===== src/rtl/meas_tx_sequencer.sv =====
// rtl/meas_tx_sequencer.sv - frame sequencer streaming meter results to the UART TX
module meas_tx_sequencer #(
  parameter int          CNT_W  = 32,
  parameter logic [7:0]  HEADER = 8'hA5
) (
  input  logic             clk,
  input  logic             rst_n,
  input  logic             start,
  output logic             busy,
  input  logic [1:0]       mode,
  input  logic [CNT_W-1:0] fcount,
  input  logic [CNT_W-1:0] tcount,
  output logic [7:0]       tx_data,
  output logic             tx_valid,
  input  logic             tx_ready,
  output logic             done
);

  localparam int NB    = CNT_W / 8;
  localparam int IDX_W = (NB > 1) ? $clog2(NB) : 1;
  localparam logic [IDX_W-1:0] LAST_IDX = IDX_W'(NB - 1);

  typedef enum logic [2:0] {
    IDLE = 3'd0,
    HDR  = 3'd1,
    MODE = 3'd2,
    FCNT = 3'd3,
    TCNT = 3'd4,
    CSUM = 3'd5
  } state_t;

  state_t           state, state_nxt;
  logic [IDX_W-1:0] idx, idx_nxt;
  logic [1:0]       mode_q, mode_nxt;
  logic [CNT_W-1:0] fcount_q, fcount_nxt;
  logic [CNT_W-1:0] tcount_q, tcount_nxt;
  logic [7:0]       csum, csum_nxt;
  logic [7:0]       tx_data_nxt;
  logic             tx_valid_nxt;
  logic             busy_nxt;
  logic             done_nxt;
  logic             xfer;
  logic [7:0]       csum_sum;

  // A byte leaves on every edge where the transmitter takes it.
  assign xfer     = tx_valid & tx_ready;
  // Running sum including the byte currently on the bus; this is what the
  // checksum byte must carry when the last payload byte is accepted.
  assign csum_sum = csum + tx_data;

  // Byte k of a count, counted from the most significant byte.
  function automatic logic [7:0] cnt_byte(input logic [CNT_W-1:0] v,
                                          input logic [IDX_W-1:0] k);
    logic [CNT_W-1:0] sh;
    sh = v >> (8 * (NB - 1 - int'(k)));
    return sh[7:0];
  endfunction

  // State, byte index, snapshots and registered outputs.
  always_ff @(posedge clk or negedge rst_n) begin
    if (!rst_n) begin
      state    <= IDLE;
      idx      <= '0;
      mode_q   <= '0;
      fcount_q <= '0;
      tcount_q <= '0;
      csum     <= '0;
      tx_data  <= '0;
      tx_valid <= 1'b0;
      busy     <= 1'b0;
      done     <= 1'b0;
    end else begin
      state    <= state_nxt;
      idx      <= idx_nxt;
      mode_q   <= mode_nxt;
      fcount_q <= fcount_nxt;
      tcount_q <= tcount_nxt;
      csum     <= csum_nxt;
      tx_data  <= tx_data_nxt;
      tx_valid <= tx_valid_nxt;
      busy     <= busy_nxt;
      done     <= done_nxt;
    end
  end

  // Next state: advance only on a handshake, skipping count sections whose mode bit is 0.
  always_comb begin
    state_nxt = state;
    idx_nxt   = idx;
    case (state)
      IDLE: begin
        if (start) begin
          state_nxt = HDR;
          idx_nxt   = '0;
        end
      end
      HDR: begin
        if (xfer) state_nxt = MODE;
      end
      MODE: begin
        if (xfer) begin
          idx_nxt = '0;
          if (mode_q[1])      state_nxt = FCNT;
          else if (mode_q[0]) state_nxt = TCNT;
          else                state_nxt = CSUM;
        end
      end
      FCNT: begin
        if (xfer) begin
          if (idx == LAST_IDX) begin
            idx_nxt   = '0;
            state_nxt = mode_q[0] ? TCNT : CSUM;
          end else begin
            idx_nxt = idx + IDX_W'(1);
          end
        end
      end
      TCNT: begin
        if (xfer) begin
          if (idx == LAST_IDX) begin
            idx_nxt   = '0;
            state_nxt = CSUM;
          end else begin
            idx_nxt = idx + IDX_W'(1);
          end
        end
      end
      CSUM: begin
        if (xfer) state_nxt = IDLE;
      end
      default: begin
        state_nxt = IDLE;
        idx_nxt   = '0;
      end
    endcase
  end

  // Outputs: present the byte belonging to the next state on the same edge it is entered.
  always_comb begin
    mode_nxt     = mode_q;
    fcount_nxt   = fcount_q;
    tcount_nxt   = tcount_q;
    csum_nxt     = csum;
    tx_data_nxt  = tx_data;
    tx_valid_nxt = tx_valid;
    busy_nxt     = busy;
    done_nxt     = 1'b0;
    case (state)
      IDLE: begin
        tx_valid_nxt = 1'b0;
        busy_nxt     = 1'b0;
        if (start) begin
          mode_nxt     = mode;
          fcount_nxt   = fcount;
          tcount_nxt   = tcount;
          csum_nxt     = '0;
          tx_data_nxt  = HEADER;
          tx_valid_nxt = 1'b1;
          busy_nxt     = 1'b1;
        end
      end
      HDR, MODE, FCNT, TCNT: begin
        if (xfer) begin
          csum_nxt = csum_sum;
          case (state_nxt)
            MODE:    tx_data_nxt = {6'b0, mode_q};
            FCNT:    tx_data_nxt = cnt_byte(fcount_q, idx_nxt);
            TCNT:    tx_data_nxt = cnt_byte(tcount_q, idx_nxt);
            CSUM:    tx_data_nxt = csum_sum;
            default: tx_data_nxt = 8'h00;
          endcase
        end
      end
      CSUM: begin
        if (xfer) begin
          tx_data_nxt  = 8'h00;
          tx_valid_nxt = 1'b0;
          busy_nxt     = 1'b0;
          done_nxt     = 1'b1;
        end
      end
      default: begin
        mode_nxt     = '0;
        fcount_nxt   = '0;
        tcount_nxt   = '0;
        csum_nxt     = '0;
        tx_data_nxt  = 8'h00;
        tx_valid_nxt = 1'b0;
        busy_nxt     = 1'b0;
      end
    endcase
  end

endmodule

===== config.mk =====
export PLATFORM = sky130hd
export DESIGN_NAME = meas_tx_sequencer
export DESIGN_NICKNAME = d
export VERILOG_FILES = /design/src/rtl/meas_tx_sequencer.sv
export SDC_FILE = /design/constraint.sdc
export NUM_CORES = 1
export LEC_CHECK = 0
export CORE_MARGIN = 2
export CORE_UTILIZATION = 45
export CTS_CLUSTER_SIZE = 10
export DETAILED_ROUTE_END_ITERATION = 10
export PLACE_DENSITY = 0.7
export SYNTH_ARGS = -nofsm -noshare
export SYNTH_HDL_FRONTEND = slang
export SYNTH_SLANG_ARGS = --single-unit

===== constraint.sdc =====
create_clock -name clk -period 3.47 [get_ports clk]
set_input_delay 0.694 -clock clk [delete_from_list [all_inputs] [get_ports clk]]
set_output_delay 0.694 -clock clk [all_outputs]
set_load 0.005 [all_outputs]

==> reports/results.ini <==
[status]
status=complete, no violations

[clock_tree]
clk_latency_ns=0.35
numCtsBuffers=9
h-tree-depth=3
post_cts_resized=0
cts_tree=built
cts_buffer_depth=2
postCtsSetupBuffers=0
clkTransAtPathRegs_ns=0.09
cts_sinks=89
clock-root-buffer=clkbuf_8
holdBufCountCts=0

[yosys]
async_flop_share_pct=100
yosysUniqueCellTypes=50
syn_area_mm2=0.00465
avgSynthCellArea_um2=8.82
syn-num-nets=606
synthCells=527
ys_seq_area_share_pct=47.9
yosysWarnings=0
ys.flop_type=dfrtp_1
synth_edf_count=0
ys_ff_latch=89

[route]
drtPass1Iterations=4
first_iter_violations=208
vias_per_cell=5.27
wl_per_cell_um=15.6
vias=3909
ant_nets=0
drc=0
wirelength_um=11600

[critical_path]
critPathLaunchType=input port
crit_start=tx_ready
critical_path_class=in2reg
required_ns=3.69
endpoint_kind=flop
critPathArrivalTime_ns=3.23
crit-reg2reg-capture=tx_data[0]
rrSetupSlack_ns=0.60
crit_path_end=tx_data[0]
r2r-start=idx[0]
r2r_cells=9
critPathMaxFanout=12

[place]
portBuffers=80
gp_congestion=0.853
dpl.hpwl_um=8780
dpl_cell_area_mm2=0.00567

[timing]
slew_viol_final=0
maxSlewHeadroom_pct=58.4
clock.fmax_mhz=332
rsz0062_at_grt=false
post-route-period-util_pct=86.9
fin_skew_ns=0.00916
worst_slew_pin_slew_ns=0.623
fin_crit_ns=3.01
final.setup.tns_ns=0
setup_viol=0
report.final.hold_viol_count=0

[floorplan]
design.die.area_mm2=0.0112
rows=37
start_util_pct=45.7
chipWidth_um=106
coreArea_mm2=0.0102
die_h_um=106
boundaryPins=81

[pwr]
powerDensity_mw_per_mm2=797
leakagePower_nw=2.64
max-vdd-ir-drop_v=0.000310

[cells_and_area]
synthToLayoutAreaGrowth_pct=27.1
drive_gt1_share_pct=7.76
diodes=0
final_util_pct=58.0
final_area_mm2=0.00591
nFillCells=926
nets=681

[worst_hold_path]
min_path_type=in2async

[global_route]
grt_util_all_layers_pct=22.2
grt_overflow_total=0
grt_pass1_wl_um=19500
grt_antenna_before_repair=0
grt_max_degree=83
grt_pass1_vias=3804

[flow_run]
drv_cap=0

## layout make-up
class / count / area (um2) / area share (%)
inverters: 6 / 22.5 / 0.381
well taps: 136 / 170 / 2.88
multi-input cells: 394 / 2240 / 37.9
clock buffers: 9 / 124 / 2.10
flip-flops and latches: 89 / 2230 / 37.7
clock inverters: 6 / 115 / 1.95
repair buffers: 102 / 1010 / 17.1
## logic make-up (layout without fill, tap and decap cells)
kind of cell	after synthesis	in the layout	synth area share, %
muxes	34	34	7.64
DFF	89	89	47.9
AOI/OAI and AO/OA	141	141	18.2
and+or+nand+nor	203	203	18.1
xor gates and xnor gates	7	7	1.32
adders and majority gates	9	9	2.58
buffers and inverters	44	123	4.33
## worst min-delay path by stage
stage	cells past startpoint	startpoint	end
final	1	rst_n	tx_valid
after floorplan	0	rst_n	csum[0]
after detailed placement	2	tcount_q[4]	tcount_q[4]
after CTS	1	rst_n	fcount_q[27]
after global placement	2	fcount_q[19]	fcount_q[19]
after global routing	1	rst_n	tcount_q[22]
## where the power goes
part | total (mW) | leakage, nW | internal, mW | switching, mW
clock | 0.854 | 0.122 | 0.481 | 0.373
sequential | 1.96 | 1.21 | 1.53 | 0.429
combinational | 1.90 | 1.31 | 0.848 | 1.05
total | 4.71 | 2.64 | 2.86 | 1.86
## layout by cell type, fill, tap and decap left out, types with 5 or more instances in the layout
cell type	count
nand2_1	161
dfrtp_1	89
clkdlybuf4s50_1	79
o21ai_0	74
mux2i_1	22
buf_4	19
a21oi_1	17
nor2_1	13
clkbuf_8	9
o21ai_1	8
mux2_1	8
ha_1	8
a221oi_1	6
inv_1	5
nor2b_1	5
nand3_1	5
a22o_1	5
xnor2_1	5
## stage by stage
| step | hold slack [ns] | std cells | power [mW] | setup slack, ns |
|---|---|---|---|---|
| 2_1_floorplan | 0.398 | 527 | 3.13 | 0.705 |
| 3_3_place_gp | 0.464 | 727 | 3.84 | 0.120 |
| 3_5_place_dp | 0.464 | 727 | 3.88 | 0.112 |
| 4_1_cts | 0.312 | 742 | 4.74 | 0.467 |
| 5_1_grt | 0.324 | 742 | 5.11 | 0.290 |
| 6_report | 0.304 | 742 | 4.71 | 0.455 |
## sequential cells by signal, indices dropped and copies added, names as in the netlist
| signal | flops |
|---|---|
| tx_valid | 1 |
| done | 1 |
| idx | 2 |
| tx_data | 8 |
| tcount_q | 32 |
| csum | 8 |
| fcount_q | 32 |
| state | 3 |
| mode_q | 2 |
## layer usage
metal	global-route usage (%)	vias up	part of all wire, %
li1	-	1961	-
met1	30.5	1857	46
met2	36.6	79	49
met3	4.02	12	4.1
met4	5.36	0	1.4
met5	0	-	0
## synth_stat cells, types with 6 or more instances
cell	count	share of area, %
nand2_1	161	13
dfrtp_1	89	48
o21ai_0	74	8.0
clkbuf_1	31	2.5
mux2i_1	22	4.7
a21oi_1	18	1.9
nor2_1	13	1.0
ha_1	8	2.2
mux2_1	8	1.9
o21ai_1	8	0.86
a221oi_1	6	1.1
## worst max-delay path, stage by stage
cell	delay [ns]
clkdlybuf4s50_1	0.51
and4_1	0.20
o311a_1	0.32
a311o_1	0.42
nand2b_4	0.29
buf_12	0.20
mux2_1	0.30
o2111ai_1	0.18
nand3_1	0.10
Power figures use the tool's default switching activity.
